## src/rtl/sync_counter_8.sv

```systemverilog
// sync_counter_8: loadable up-counter wrapping after MAX_VAL, load clamped to MAX_VAL.
// Define SYNC_COUNTER_8_TC_EN to add the combinational terminal-count output tc.
module sync_counter_8 #(
  parameter int unsigned WIDTH   = 8,
  parameter int unsigned MAX_VAL = 2**WIDTH-1
) (
  input  logic             clock,
  input  logic             reset,
  input  logic             enable,
  input  logic             load,
  input  logic [WIDTH-1:0] load_val,
  output logic [WIDTH-1:0] count_out
`ifdef SYNC_COUNTER_8_TC_EN
  ,
  output logic             tc
`endif
);
  localparam logic [WIDTH-1:0] max_v = WIDTH'(MAX_VAL);
  logic             at_max;
  logic [WIDTH-1:0] nxt;
  always_comb begin
    at_max = count_out == max_v;
    nxt    = load   ? (load_val > max_v ? max_v : load_val) :
             enable ? (at_max ? '0 : count_out + WIDTH'(1)) :
                      count_out;
  end
  always_ff @(posedge clock or negedge reset)
    if (!reset) count_out <= '0;
    else        count_out <= nxt;
`ifdef SYNC_COUNTER_8_TC_EN
  assign tc = at_max & enable & ~load & reset;
`endif
endmodule

```

## config.mk

```make
export PLATFORM = sky130hd
export DESIGN_NAME = sync_counter_8
export DESIGN_NICKNAME = d
export VERILOG_FILES = /design/src/rtl/sync_counter_8.sv
export SDC_FILE = /design/constraint.sdc
export NUM_CORES = 1
export LEC_CHECK = 0
export CORE_MARGIN = 4
export CORE_UTILIZATION = 35
export CTS_BUF_LIST = sky130_fd_sc_hd__clkbuf_4
export CTS_CLUSTER_DIAMETER = 200
export CTS_CLUSTER_SIZE = 40
export DETAILED_ROUTE_END_ITERATION = 16
export PLACE_DENSITY_LB_ADDON = 0.3
export SLEW_MARGIN = 10
export SYNTH_ARGS = -nofsm -noshare
export SYNTH_HDL_FRONTEND = slang
export SYNTH_SLANG_ARGS = --single-unit
```

## constraint.sdc

```tcl
create_clock -name clock -period 1.8 [get_ports clock]
set_input_delay 0.45 -clock clock [delete_from_list [all_inputs] [get_ports clock]]
set_output_delay 0.45 -clock clock [all_outputs]
set_load 0.01 [all_outputs]
```

; ---- Yosys cells after proc, flatten, opt, wreduce, memory -nomap -nowiden
; Cells that the tools add are included.
[word_totals]
regBits = 8
latch_bits = 0
ram_bits = 0
mem_bits_ro = 0
inputBits = 12
output_inout_bits = 8
elab_cells = 9
n_memories = 0
[op_classes]
add_sub_neg = 1
mul = 0
n_div = 0
order_cmp = 1
n_eq_ne = 1
n_shift = 0
n_mux = 4
n_bitwise = 0
n_reduce_logical = 1
[op_table]
columns = cell, count
row1 = 8-bit two-way mux, 4
row2 = 8-bit by 1-bit adder with 8-bit output (second input constant), 1
row3 = 8-bit equality test (second input constant), 1
row4 = 8-bit > comparator (second input constant), 1
row5 = 2-bit nonzero test, 1

; ---- Longest topological paths before layout
; Gate-level depths: netlist of run 1.
[depth]
word_depth = 4
depth_mapped = 5
ltp_nobuf = 5

; ---- Worst setup path before layout of run 1
; OpenSTA, ideal clock, no wires.
[synth_timing]
path_kind = flip-flop to flip-flop
start = reg count_out[0]
end = reg count_out[6]
setup_time_ns = 0.123
arrival_time_ns = 1.148
required_time_ns = 1.677
path_slack_ns = 0.528
stages_incl_launch_ff = 6
path_buffers = 0
synth_period_minus_slack_ns = 1.272
path_cell_list = dfrtp_1 -> ha_1 -> and3_1 -> nand4_1 -> xor2_1 -> o21ai_1
[synth_between]
elab_chain_len = 4
word_cells_on_any_way = 5
cone_classes = add/sub: 1 / eq/ne: 1 / mux: 3
[synth_lines]
columns = element, line_no
row1 = "start, declared", 12  ; output logic [WIDTH-1:0] count_out
row2 = "start signal, assigned", 29  ; else count_out <= nxt;
row3 = 8-bit by 1-bit adder with 8-bit output / 8-bit equality test (equally long branches), "24, 22"
row4 = 8-bit two-way mux (*) (2 in a row), 24  ; enable ? (at_max ? '0 : count_out + WIDTH'(1)) :
row5 = 8-bit two-way mux (*), 23  ; nxt = load ? (load_val > max_v ? max_v : load_val) :
; Mark *: on every way between the ends. The rest lies on a longest branch, timed or not. The select of a mux whose other input is x is not followed.
; A chain may end at the register's enable or synchronous reset.

; ---- Worst setup path in the final report of run 1
[layout_timing]
start = reg count_out[3]
end = out count_out[3]
; No word-level cell between the ends.

==> results of run 1 <==
[per-layer routing]
layer | up-vias | routed length (µm) | GRT usage
met1 | 197 | 469 | 0.137
met5 | - | 0 | 0
li1 | 234 | - | -
met4 | 0 | 28 | 0.0877
met3 | 3 | 110 | 0.0356
met2 | 17 | 469 | 0.217
[per-stage QoR]
| step | hold slack [ps] | utilization |
|---|---|---|
| floorplan | 154 | - |
| global placement | 570 | 0.532 |
| detailed placement | 596 | 0.532 |
| CTS | 490 | 0.549 |
| global route | 514 | 0.549 |
| finish | 480 | 0.549 |
[path summary, 6_finish.rpt]
check | end | from | depth (start not counted) | slack, ps
min in group clock | count_out[6] | count_out[6] | 2 | 620
max reg2reg | count_out[6] | count_out[0] | 5 | 470
min reg2reg | count_out[6] | count_out[6] | 2 | 620
max | count_out[3] | count_out[3] | 1 | 80
max in group asynchronous | count_out[3] | reset | 1 | 1050
min | count_out[0] | reset | 1 | 480
[cells in the final DEF (no fill, tap or decap)]
cell             count
nand3_2              1
o21ai_0              2
clkdlybuf4s50_1     19
nand4_1              2
mux2i_1              1
clkbuf_4             3
nand2_1              9
a21oi_1              4
xnor2_1              1
dfrtp_1              8
nor2_1               1
ha_1                 1
buf_4                2
nand2b_1             2
o21ai_1              6
a311oi_1             1
xor2_1               4
nor2b_1              3
and3_1               1
nor3b_1              3
and4_1               1
nor3b_2              1
[final cells by class]
cell class	instances	area, µm²	share of cell area
multi-input combinational	44	277	0.382
tap	15	18.8	0.0260
sequential	8	200	0.277
clock buffer	3	22.5	0.0311
timing repair buffer	21	205	0.284
[where the power goes]
group	internal, mW	switching (mW)
Combinational	0.0880	0.0564
Clock	0.0761	0.0583
Sequential	0.200	0.0288
Total	0.364	0.143
[cells by family (layout without fill, tap and decap cells)]
family,Yosys count,after routing,share of synthesized area
multiplexers,1,1,0.0203
AND/OR/NAND/NOR,24,24,0.287
flip-flops,8,8,0.406
AO/OA/AOI/OAI,13,13,0.140
buffers and inverters,3,24,0.0330
XOR/XNOR,5,5,0.0888
adder cells (fa/ha/maj),1,1,0.0254
==> flow_metrics.tcl, run 1 <==
set metrics [dict create \
    dieArea_um2 2070 \
    largest_register_ffs 8 \
    ys_ff_latch 8 \
    io_buffers 19 \
    cp_max_fo 7 \
    p_per_area_nw_per_um2 702 \
    root_buffer "clkbuf_4" \
    synthDistinctLibCells 22 \
    cap_viol_max_count 0 \
    critPathKind "reg2out" \
    core-area_um2 1320 \
    finalSetupViolCount 0 \
    relSlewSlack 0.749 \
    synth_area_um2 493 \
    path_buf_inv 1 \
    initial_core_util 0.374 \
    yosys-top-cells-count "9 x nand2_1, 8 x dfrtp_1, 6 x o21ai_1, 4 x a21oi_1, 4 x xor2_1" \
    netlist_instances 55 \
    dr_total_vias 451 \
    final_cells 91 \
    clock-skew-final_ps 3.11 \
    period_share 0.958 \
    row_count 13 \
    hp-class "in2async" \
    postCtsHoldBufs 0 \
    clock_sinks 8 \
    wl_per_cell_um 11.8 \
    htreeDepth 1 \
    area_growth_pct 46.7 \
    crit_path_top_delay_cell "clkdlybuf4s50_1" \
    viasPerCell 4.96 \
    rsz0062_at_grt "no" \
    worst_pin_slew_ps 376 \
    synth.most_common_cell "nand2_1" \
    tns_ps 0 \
    yosysWarnings 0 \
    place_hpwl_um 863 \
    grt.overflow.total 0 \
    top_regs "count_out (8)" \
    ant_nets 0 \
    drtPass1Iterations 2 \
    ys_async_sr_fraction 1.00 \
    synth_top_area_frac 0.406 \
    grt_pass1_wl_mm 1.90 \
    yosys.area.top_type "dfrtp_1" \
    postCtsSetupRepairBufs 0 \
    die_y_um 45.5 \
    yosys_most_used_dff "dfrtp_1" \
    place_ws_ps 178 \
    grt_util_all_layers 0.129 \
    worstSkewPairLatency_ps 250 \
    maxSlewViolCount 0 \
    synth_edf_count 0 \
    setup_slack_ps 76.3 \
    cp_data_required_time_ps 1350 \
    grt_max_degree 11 \
    final_area_um2 723 \
    status "completed" \
    syn_nets 68 \
    synthTopCellsByArea "dfrtp_1 41%, xor2_1 7.1%, nand2_1 6.9%, o21ai_1 6.1%, nor3b_1 4.6%" \
    post_dp_cell_area_um2 701 \
    path_cells "clkdlybuf4s50_1" \
    io_pins 20 \
    cp-end-kind "output port" \
    cp_slowest_stage_delay_ps 570 \
    fmax_mhz 580 \
    cts_tree "done" \
    fin_nets 91 \
    fill_cells 114 \
    drive_gt1_frac 0.0921 \
    dp.cells 88 \
    worst-endpoint-arrival_ps 1270 \
    routabilityCongestion 0.719 \
    cts_buffers 3 \
    period_minus_slack_ps 1720 \
    cts_buffer_depth 2 \
    path_clk_slew_ps 50 \
    antenna_found_initial 0 \
    wirelength_mm 1.08 \
    vdd.ir_drop.worst_v 0.000487 \
    syn_avg_cell_area_um2 8.96 \
    cts.repair.resized 0 \
    hold_viol 0 \
    crit_family "buffers and inverters" \
    antenna_cells 0 \
    p_total_mw 0.508 \
    crit_path_start_kind "flop" \
    grt_pass1_vias 463 \
    drtIter0Drc 2 \
    power.leakage_nw 0.282 \
    die_w_um 45.5 \
    seq_area_frac_synth 0.406 \
    route.detailed.drc 0 \
    top_register "count_out" \
]
No activity file was read; power rests on OpenSTA's default activity.
==> inputs of run 2 (changes only) <==
Settings changed: CORE_AREA from default to 4 4 41 43, CORE_MARGIN 4 to default, CORE_UTILIZATION 35 to default, CTS_CLUSTER_SIZE 40 to default, DIE_AREA from default to 0 0 45 47, SETUP_SLACK_MARGIN from default to 0.05.
==> flow_metrics.tcl, run 2 (synthesis gave the netlist of run 1 again) <==
set metrics [dict create \
    largest_register_ffs 8 \
    initial_core_util 0.379 \
    hp-class "in2async" \
    maxSlewViolCount 0 \
    final_area_um2 728 \
    worst-endpoint-arrival_ps 1260 \
    reg2reg_depth 5 \
    postCtsHoldBufs 0 \
    clock-skew-final_ps 0.348 \
    power.leakage_nw 0.277 \
    critPathKind "reg2out" \
    dr_total_vias 459 \
    fin_nets 91 \
    crit_path_start_kind "flop" \
    fmax_mhz 585 \
    period_minus_slack_ps 1710 \
    grt.overflow.total 0 \
    top_regs "count_out (8)" \
    multi_input_area_um2 277 \
    root_buffer "clkbuf_4" \
    antenna_found_initial 0 \
    p_per_area_nw_per_um2 709 \
    row_count 13 \
    io_buffers 19 \
    layout_commonest_cell "clkdlybuf4s50_1" \
    place_hpwl_um 912 \
    drtIter0Drc 2 \
    ant_nets 0 \
    sequentialPowerShare 0.450 \
    path_buf_inv 1 \
    timing.rr.end "count_out[6]" \
    r2r_slack_ps 470 \
    final_cells 91 \
    grt_util_all_layers 0.126 \
    period_share 0.950 \
    cp_data_required_time_ps 1350 \
    crit_family "buffers and inverters" \
    grt_pass1_wl_mm 1.88 \
    area_growth_pct 47.7 \
    dieArea_um2 2120 \
    cts_tree "done" \
    cap_viol_max_count 0 \
    wl_per_cell_um 12.8 \
    dp.cells 88 \
    die_w_um 45 \
    cp_slowest_stage_delay_ps 570 \
    worst_pin_slew_ps 372 \
    htreeDepth 1 \
    switchingPower_mw 0.149 \
    relSlewSlack 0.751 \
    internal_power_mw 0.367 \
    power.share.clock 0.266 \
    vdd.ir_drop.worst_v 0.000412 \
    crit_path_top_delay_cell "clkdlybuf4s50_1" \
    post_dp_cell_area_um2 701 \
    route.detailed.drc 0 \
    core-area_um2 1300 \
    final_cell_mix "19 x clkdlybuf4s50_1, 9 x nand2_1, 6 x o21ai_1" \
    finalSetupViolCount 0 \
    pwr-share-comb 0.284 \
    antenna_cells 0 \
    drive_gt1_frac 0.145 \
    regArea_um2 205 \
    fill_cells 130 \
    cts_buffers 3 \
    cp_max_fo 5 \
    io_pins 20 \
    clock_sinks 8 \
    timing.rr.start "count_out[0]" \
    setup_slack_ps 90.5 \
    cp-end-kind "output port" \
    sw_frac_of_total 0.289 \
    tns_ps 0 \
    timing.hold.ws_ps 476 \
    die_y_um 47 \
    path_clk_slew_ps 50 \
    status "completed" \
    routabilityCongestion 0.723 \
    wirelength_mm 1.17 \
    hold_viol 0 \
    place_ws_ps 185 \
    viasPerCell 5.04 \
    rsz0062_at_grt "no" \
    top_register "count_out" \
    grt_max_degree 11 \
    path_cells "clkdlybuf4s50_1" \
    drtPass1Iterations 4 \
    worstSkewPairLatency_ps 250 \
    grt_pass1_vias 441 \
    cts_buffer_depth 2 \
]
## run 2: cell counts in the layout (fill, tap and decap cells not counted)
Identical to the previous run, type by type.
## run 2: stage by stage
step,utilization,power (mW)
after floorplan,-,0.295
after global placement,0.538,0.375
after detailed placement,0.538,0.380
after CTS,0.556,0.524
after global routing,0.560,0.553
final,0.560,0.516
## run 2: area by class of cell
cell class	count	area share
Multi-Input combinational cell	44	0.380
Timing Repair Buffer	21	0.282
Clock buffer	3	0.0309
Sequential cell	8	0.282
Tap cell	15	0.0258
## run 2: worst max path at each step
stage / start / end / slack (ps) / cells after the start
floorplan: count_out[0] / count_out[6] / 530 / 5
global placement: enable / count_out[6] / 200 / 5
detailed placement: load / count_out[5] / 180 / 4
CTS: count_out[3] / count_out[3] / 60 / 1
global route: count_out[5] / count_out[5] / 60 / 1
finish: count_out[5] / count_out[5] / 90 / 1
## run 2: repair_timing
action | CTS | global route
buffers inserted | 0 | 0
gates resized for setup | 0 | 4
setup endpoints to repair | 0 | 4
## run 2: power groups by stage
stage / Combinational [mW] / Clock [mW] / Sequential, mW
5_1_grt: 0.160 / 0.156 / 0.237
3_5_place_dp: 0.148 / 0 / 0.233
4_1_cts: 0.149 / 0.146 / 0.230
2_1_floorplan: 0.0582 / 0 / 0.237
6_report: 0.147 / 0.137 / 0.232
3_3_place_gp: 0.144 / 0 / 0.231
## run 2: metal layers
| layer | part of all wire | global-route usage | vias up | wire length, µm |
|---|---|---|---|---|
| met5 | 0 | 0 | - | 0 |
| met4 | 0.018 | 0.0702 | 0 | 21 |
| met3 | 0.088 | 0.0307 | 2 | 102 |
| met2 | 0.45 | 0.212 | 16 | 527 |
| met1 | 0.44 | 0.147 | 204 | 514 |
| li1 | - | - | 237 | - |
